File: config.mk
export PLATFORM = sky130hd
export DESIGN_NAME = vga_timing_gen
export DESIGN_NICKNAME = d
export VERILOG_FILES = /design/src/rtl/vga_timing_gen.sv
export SDC_FILE = /design/constraint.sdc
export NUM_CORES = 1
export LEC_CHECK = 0
export CELL_PAD_IN_SITES_DETAIL_PLACEMENT = 1
export CELL_PAD_IN_SITES_GLOBAL_PLACEMENT = 1
export CORE_MARGIN = 2
export CORE_UTILIZATION = 42
export DETAILED_ROUTE_END_ITERATION = 6
export PLACE_DENSITY_LB_ADDON = 0.1
export SETUP_SLACK_MARGIN = 0.02
export SYNTH_ARGS = -nofsm -noshare
export SYNTH_HDL_FRONTEND = slang
export SYNTH_SLANG_ARGS = --single-unit
File: constraint.sdc
create_clock -name clk -period 5.75 [get_ports clk]
set_input_delay 1.15 -clock clk [delete_from_list [all_inputs] [get_ports clk]]
set_output_delay 1.15 -clock clk [all_outputs]
set_load 0.02 [all_outputs]
File: src/rtl/vga_timing_gen.sv
// VGA raster timing: pixel-rate divider, h/v counters, registered syncs.
// Define VGA_FRAME_CNT_EN to build the 16-bit completed-frame counter.
module vga_timing_gen #(
  parameter int CLK_DIV     = 4,
  parameter int H_TOTAL     = 800,
  parameter int H_SYNC      = 96,
  parameter int H_VIS_START = 144,
  parameter int H_VIS_END   = 784,
  parameter int V_TOTAL     = 525,
  parameter int V_SYNC      = 2,
  parameter int V_VIS_START = 35,
  parameter int V_VIS_END   = 515
) (
  input  logic        clk,
  input  logic        rst,
  output logic [9:0]  hCount,
  output logic [9:0]  vCount,
  output logic        hSync,
  output logic        vSync,
  output logic        bright,
  output logic        pix_en,
  output logic        frame_start,
  output logic [15:0] frame_cnt
);

  localparam logic [9:0] DIV_LAST = 10'(CLK_DIV - 1);
  localparam logic [9:0] H_LAST   = 10'(H_TOTAL - 1);
  localparam logic [9:0] V_LAST   = 10'(V_TOTAL - 1);
  localparam logic [9:0] HS_W     = 10'(H_SYNC);
  localparam logic [9:0] VS_W     = 10'(V_SYNC);
  localparam logic [9:0] HV_S     = 10'(H_VIS_START);
  localparam logic [9:0] HV_E     = 10'(H_VIS_END);
  localparam logic [9:0] VV_S     = 10'(V_VIS_START);
  localparam logic [9:0] VV_E     = 10'(V_VIS_END);

  logic [9:0] div;
  logic       adv;
  logic       h_last;
  logic       v_last;
  logic       wrap;
  logic [9:0] h_next;
  logic [9:0] v_next;

  assign adv    = (div == DIV_LAST);
  assign h_last = (hCount == H_LAST);
  assign v_last = (vCount == V_LAST);
  assign wrap   = adv & h_last & v_last;

  // Next raster position; syncs are derived from it so they
  // land on the same edge as the counters.
  always_comb begin
    h_next = hCount + 10'd1;
    v_next = vCount;
    if (h_last) begin
      h_next = '0;
      v_next = v_last ? '0 : vCount + 10'd1;
    end
  end

  always_ff @(posedge clk or negedge rst) begin
    if (!rst) begin
      div         <= '0;
      pix_en      <= 1'b0;
      frame_start <= 1'b0;
      hCount      <= '0;
      vCount      <= '0;
      hSync       <= 1'b0;
      vSync       <= 1'b0;
      bright      <= 1'b0;
    end else begin
      div         <= adv ? '0 : div + 10'd1;
      pix_en      <= adv;
      frame_start <= wrap;
      if (adv) begin
        hCount <= h_next;
        vCount <= v_next;
        hSync  <= (h_next >= HS_W);
        vSync  <= (v_next >= VS_W);
        bright <= (h_next >= HV_S) && (h_next < HV_E) &&
                  (v_next >= VV_S) && (v_next < VV_E);
      end
    end
  end

`ifdef VGA_FRAME_CNT_EN
  logic [15:0] fcnt;

  always_ff @(posedge clk or negedge rst) begin
    if (!rst) begin
      fcnt <= '0;
    end else if (wrap) begin
      fcnt <= fcnt + 16'd1;
    end
  end

  assign frame_cnt = fcnt;
`else
  assign frame_cnt = '0;
`endif

endmodule

==> impl_metrics.json, run 1 <==
{
  "tns_ns": 0,
  "fin_nets": 271,
  "cts_root_buf": "clkbuf_8",
  "crit_arrival_ns": 3.20,
  "switchingPower_uw": 113,
  "synth_area_leaders": "dfrtp_1 (40%), buf_4 (5.9%), xnor2_1 (5.2%)",
  "synth.avg_cell_area_sq_um": 9.07,
  "synth_cell_types": 48,
  "finClkSkew_ns": 0.0101,
  "crit_fanout": 16,
  "avgViaCountPerCell": 5.32,
  "ff2ff_setup_slack_ns": 2.77,
  "internal_power_uw": 378,
  "slew_headroom_pct": 48.3,
  "synth-seq-cells": 35,
  "cts_hold_buf": 0,
  "num_vias": 1783,
  "ys_warn_count": 0,
  "status": "complete, no violations",
  "critPathSlowestCell": "inv_1",
  "synth_top_area_share_pct": 40.3,
  "combPwrFrac_pct": 2.9,
  "grt_pass1_vias": 1747,
  "cap_violations": 0,
  "clk_pin_slew_ns": 0.08,
  "drtIter0Drc": 58,
  "fin_crit_sh_pct": 51.8,
  "place_area_sq_um": 2400,
  "cp_num_buf_inv": 1,
  "gp_congestion": 0.780,
  "ios": 43,
  "start_util_pct": 43.2,
  "syn_inst": 240,
  "cp_slowest_stage_delay_ns": 0.52,
  "path_delay_family": "simple AND/OR/NAND/NOR gates",
  "setup-violations-final": 0,
  "cp_data_required_time_ns": 5.97,
  "crit_chain": "or4_1 > nor4_1 > nand2b_1 > inv_1 > nand2_1 > nor3_1 > xor2_1",
  "io_buffers": 26,
  "die_y_um": 76.0,
  "core-area_sq_um": 5040,
  "rows": 26,
  "ff2ff_path_depth": 7,
  "clockBufferDepth": 2,
  "drive_gt1_share_pct": 7.17,
  "grt_max_degree": 36,
  "grt-ovfl-total": 0,
  "post-cts-setup-buffer-count": 0,
  "final_cell_area_sq_um": 2520,
  "dieArea_sq_um": 5770,
  "r2r_start": "div[7]$_DFF_PN0_",
  "switching_share_pct": 23.0,
  "track_usage_pct": 19.3,
  "rsz0062_at_grt": "false",
  "cts_sinks": 35,
  "startpoint_type": "flip-flop",
  "p_per_area_nw_per_um2": 195,
  "holdWs_ns": 0.479,
  "criticalPathCategory": "flip-flop to flip-flop",
  "maxSlewViolCount": 0,
  "antenna_found_initial": 0,
  "drc": 0,
  "routed_wirelength_um": 5190,
  "seqPwrFrac_pct": 50.1,
  "worst_slew_pin_slew_ns": 0.776,
  "grt_pass1_wl_um": 9080,
  "hold_viol": 0,
  "dr.pass1.iters": 4,
  "synthArstFlopShare_pct": 100,
  "antennaDiodeCount": 0,
  "wl_per_cell_um": 15.5,
  "postCtsResizedCells": 0,
  "critPathCaptureType": "flip-flop",
  "numCtsBuffers": 5,
  "area_growth_syn_to_layout_pct": 15.8,
  "synth_ff_type": "dfrtp_1",
  "cts_htree_levels": 2,
  "vdd_ir_drop_max_v": 0.0000989,
  "layout_commonest_cell": "dfrtp_1",
  "yosysTopAreaCell": "dfrtp_1",
  "insertion_delay_ns": 0.29,
  "cts_tree": "done",
  "dp_hpwl_um": 3830,
  "fmax_mhz": 336,
  "ys_seq_area_share_pct": 40.3,
  "power_leakage_uw": 0.00104,
  "hold_path_end": "div[9]$_DFF_PN0_",
  "final_cell_mix": "dfrtp_1 (35), nand2_1 (28), clkdlybuf4s50_1 (25)",
  "synth_edf_count": 0,
  "ant_nets": 0,
  "clockPowerShare_pct": 47.0,
  "hold_path_class": "flip-flop to flip-flop",
  "whs_path_depth": 1,
  "fp.dieW_um": 76.0,
  "min_from": "div[9]$_DFF_PN0_",
  "syn_area_sq_um": 2180,
  "finalCriticalPeriod_ns": 2.98,
  "reg2reg_to": "vCount[7]$_DFFE_PN0P_"
}
logic make-up (layout without fill, tap and decap cells):
kind of cell | count (synthesis) | in the layout | synth area share [%]
flops | 35 | 35 | 40.3
simple gates | 105 | 105 | 26.4
mux | 3 | 3 | 2.01
buf+inv | 30 | 40 | 8.97
xor+xnor | 15 | 15 | 6.04
fa+ha+maj | 5 | 5 | 2.88
compound gates | 46 | 46 | 13.3
other cells | 1 | 16 | 0.172
routing by layer:
metal  vias to the layer above  wire length, um  global-route usage, %  share of wire (%)
li1                        882                -                      -                  -
met1                       865             2510                   26.7                 48
met2                        30             2460                   31.5                 47
met3                         6              157                   3.08                3.0
met4                         0               60                   5.45                1.2
met5                         -                0                      0                  0
how the worst max path moves through the flow:
stage                     startpoint                    end  slack [ns]  cells past startpoint
6_report            div[7]$_DFF_PN0_  vCount[7]$_DFFE_PN0P_        2.77                      7
5_1_grt             div[7]$_DFF_PN0_  vCount[7]$_DFFE_PN0P_        2.41                      7
3_5_place_dp        div[7]$_DFF_PN0_  vCount[7]$_DFFE_PN0P_        2.73                      7
2_1_floorplan  hCount[0]$_DFFE_PN0P_     bright$_DFFE_PN0P_        3.12                      9
4_1_cts             div[7]$_DFF_PN0_  vCount[7]$_DFFE_PN0P_        2.72                      7
3_3_place_gp        div[7]$_DFF_PN0_  vCount[7]$_DFFE_PN0P_        2.83                      7
cell usage after synthesis (2+ instances only):
cell type / instances
a31oi_1: 2
inv_1: 6
or3_4: 2
o21ai_0: 18
nand2b_1: 6
buf_4: 17
a211oi_1: 2
or3_1: 3
and4_1: 2
xor2_1: 2
dfrtp_1: 35
and3_1: 4
o41ai_1: 2
o31ai_1: 7
xnor2_1: 13
buf_6: 2
nand2_1: 28
a41oi_1: 2
ha_1: 5
nor4_1: 4
o311ai_0: 2
a21oi_1: 7
nor3_1: 6
or4bb_1: 2
clkbuf_1: 2
nor2_1: 15
nand3_1: 18
buf_2: 3
nand4_1: 4
sequential cells by signal (all words and copies together) (netlist names):
register,flops
hCount,10
bright,1
hSync,1
div,10
vCount,10
pix_en,1
vSync,1
frame_start,1
power groups by stage:
stage,combinational [uW],clock (uW),sequential (uW)
4_1_cts,14.5,238,246
5_1_grt,16.0,250,246
6_report,14.1,230,246
3_5_place_dp,14.5,0,251
2_1_floorplan,17.4,0,251
3_3_place_gp,14.6,0,251
cell type report:
| class | count | area (sq um) |
|---|---|---|
| Sequential cell | 35 | 876 |
| Clock buffer | 5 | 68.8 |
| Fill cell | 606 | 2520 |
| Tap cell | 70 | 87.6 |
| Inverter | 6 | 22.5 |
| Timing Repair Buffer | 26 | 255 |
| Multi-Input combinational cell | 190 | 1160 |
| Clock inverter | 3 | 47.5 |
per-stage QoR:
step                worst slack [ns]  util (%)  instances  total power [uW]
finish                          2.77      50.0        335               490
global route                    2.41      50.0        335               512
CTS                             2.72      50.0        335               499
detailed placement              2.73      47.6        327               265
global placement                2.83      47.6        327               265
floorplan                       3.12         -        255               268
Power figures use the tool's default switching activity.
==> inputs of run 2 (changes only) <==
--- a/config.mk
+++ b/config.mk
@@ -8,7 +8,7 @@
 export CELL_PAD_IN_SITES_DETAIL_PLACEMENT = 1
 export CELL_PAD_IN_SITES_GLOBAL_PLACEMENT = 1
 export CORE_MARGIN = 2
-export CORE_UTILIZATION = 42
+export CORE_UTILIZATION = 35
 export DETAILED_ROUTE_END_ITERATION = 6
 export PLACE_DENSITY_LB_ADDON = 0.1
 export SETUP_SLACK_MARGIN = 0.02
==> constraint.sdc (replaced) <==
create_clock -name clk -period 2.4 [get_ports clk]
set_input_delay 0.48 -clock clk [delete_from_list [all_inputs] [get_ports clk]]
set_output_delay 0.48 -clock clk [all_outputs]
set_load 0.02 [all_outputs]
==> impl_metrics.json, run 2 (synthesis results as in run 1) <==
{
  "grt_pass1_vias": 1981,
  "cts_hold_buf": 0,
  "critPathSlowestCell": "or4bb_4",
  "pre_cts_ws_ns": -0.0416,
  "insertion_delay_ns": 0.29,
  "cp_data_required_time_ns": 2.60,
  "finClkSkew_ns": 0.0122,
  "hold_viol": 0,
  "layout_setup_ws_ns": 0.0778,
  "crit_fanout": 5,
  "crit_arrival_ns": 2.52,
  "rsz0062_at_grt": "true",
  "crit_chain": "inv_1 > ha_1 > or4bb_4 > nor3_2 > o21ai_0 > a211oi_2 > nand2_1 > o31a_1 > a22oi_1",
  "power_leakage_uw": 0.00116,
  "setup-violations-final": 0,
  "switchingPower_uw": 239,
  "cts_tree": "done",
  "fin_nets": 303,
  "post-cts-setup-buffer-count": 0,
  "fmax_mhz": 431,
  "cp_slowest_stage_delay_ns": 0.49,
  "dp_hpwl_um": 4370,
  "io_buffers": 26,
  "grt_max_degree": 36,
  "layout_commonest_cell": "buf_4",
  "clk_pin_slew_ns": 0.08,
  "status": "complete, no violations",
  "grt_pass1_wl_um": 9980,
  "dr.pass1.iters": 6,
  "clockPowerShare_pct": 39.7,
  "numCtsBuffers": 5,
  "cts_sinks": 35,
  "switching_share_pct": 23.1,
  "cts_htree_levels": 2,
  "grt-ovfl-total": 0,
  "track_usage_pct": 17.8,
  "critPathCaptureType": "flip-flop",
  "gp_congestion": 0.775,
  "start_util_pct": 36.5,
  "vdd_ir_drop_max_v": 0.000192,
  "avgViaCountPerCell": 5.27,
  "fillers": 719,
  "dieArea_sq_um": 6860,
  "antenna_found_initial": 0,
  "startpoint_type": "flip-flop",
  "num_vias": 1960,
  "hold_path_class": "input port to async pin",
  "rows": 28,
  "clockBufferDepth": 2,
  "ios": 43,
  "fp.dieW_um": 82.8,
  "cts_root_buf": "clkbuf_8",
  "area_growth_syn_to_layout_pct": 30.4,
  "fin_crit_sh_pct": 96.8,
  "ant_nets": 0,
  "slew_headroom_pct": 46.6,
  "final_cell_mix": "buf_4 (31), nand2_1 (28), dfrtp_1 (28)",
  "finalCriticalPeriod_ns": 2.32,
  "combPwrFrac_pct": 3.3,
  "wl_per_cell_um": 15.6,
  "criticalPathCategory": "flip-flop to flip-flop",
  "reg_top3": "div x10, hCount x10, vCount x10",
  "internal_power_uw": 796,
  "drc": 0,
  "drive_gt1_share_pct": 23.2,
  "core-area_sq_um": 5960,
  "maxSlewViolCount": 0,
  "final_util_pct": 47.6,
  "routed_wirelength_um": 5810,
  "drtIter0Drc": 74,
  "worst_slew_pin_slew_ns": 0.801,
  "seqPwrFrac_pct": 57.0,
  "p_per_area_nw_per_um2": 365,
  "total_power_uw": 1030,
  "antennaDiodeCount": 0,
  "cap_violations": 0,
  "die_y_um": 82.8
}
==> run 2: changes by cell type in the layout (fill, tap and decap cells not counted), sizes merged <==
cell | previous run | this run
bufinv | 1 | 0
clkinv | 1 | 0
inv | 7 | 6
buf | 1 | 33
clkbuf | 5 | 8
==> run 2: per-stage QoR <==
step	instance area [sq um]	hold WS, ns	std cells	setup TNS [ns]
6_report	2840	0.280	372	0
3_5_place_dp	2700	0.466	364	-0.0416
3_3_place_gp	2700	0.460	364	0
5_1_grt	2840	0.344	372	-0.0805
2_1_floorplan	2280	0.184	255	-0.00493
4_1_cts	2800	0.305	372	0
==> run 2: routing by layer <==
metal,vias to the layer above,GRT usage (%),share of wire (%),wire length (um)
li1,944,-,-,-
met1,975,23.4,47,2750
met2,35,29.5,48,2820
met3,6,3.38,2.8,162
met4,0,6.11,1.5,85
met5,-,0,0,0
==> run 2: worst paths after layout <==
check / start / endpoint / slack, ns / cells past startpoint
min in group clk: div[9]$_DFF_PN0_ / div[9]$_DFF_PN0_ / 0.48 / 1
max reg2reg: vCount[0]$_DFFE_PN0P_ / bright$_DFFE_PN0P_ / 0.08 / 9
min: rst / hSync$_DFFE_PN0P_ / 0.28 / 1
min reg2reg: div[9]$_DFF_PN0_ / div[9]$_DFF_PN0_ / 0.48 / 1
max: vCount[0]$_DFFE_PN0P_ / bright$_DFFE_PN0P_ / 0.08 / 9
max in group asynchronous: rst / hCount[0]$_DFFE_PN0P_ / 1.57 / 1
==> run 2: power by group through the flow <==
stage / Combinational (uW) / Sequential (uW) / Clock, uW
5_1_grt: 38.6 / 589 / 458
3_5_place_dp: 34.8 / 601 / 0
4_1_cts: 34.9 / 590 / 424
6_report: 34.1 / 590 / 411
2_1_floorplan: 41.7 / 601 / 0
3_3_place_gp: 35.1 / 601 / 0
==> run 2: cell type report <==
| cell class | count | area, sq um | share of cell area, % |
|---|---|---|---|
| clock buffers | 8 | 80.1 | 2.82 |
| inverters | 6 | 22.5 | 0.794 |
| multi-input cells | 190 | 1250 | 44.0 |
| flip-flops and latches | 35 | 885 | 31.2 |
| well taps | 75 | 93.8 | 3.31 |
| repair buffers | 58 | 508 | 17.9 |
==> run 2: repair_timing <==
action	4_1_cts	5_1_grt
setup endpoints to repair	1	9
pin swaps	1	1
resized for setup	5	10
==> run 2: worst max-delay path, delay by kind of cell, from the launching register on <==
kind,cells,cell delay (ns)
AO/OA/AOI/OAI,4,0.88
AND/OR/NAND/NOR,3,0.75
flip-flops,1,0.38
adder cells (fa/ha/maj),1,0.14
buffers and inverters,1,0.09
==> inputs of run 3 (changes only) <==
--- a/config.mk
+++ b/config.mk
@@ -5,6 +5,7 @@
 export SDC_FILE = /design/constraint.sdc
 export NUM_CORES = 1
 export LEC_CHECK = 0
+export ABC_CLOCK_PERIOD_IN_PS = 2400
 export CELL_PAD_IN_SITES_DETAIL_PLACEMENT = 1
 export CELL_PAD_IN_SITES_GLOBAL_PLACEMENT = 1
 export CORE_MARGIN = 2
==> results of run 3 <==
Same layout as run 2: the final DEF is identical, and so are final timing and power.
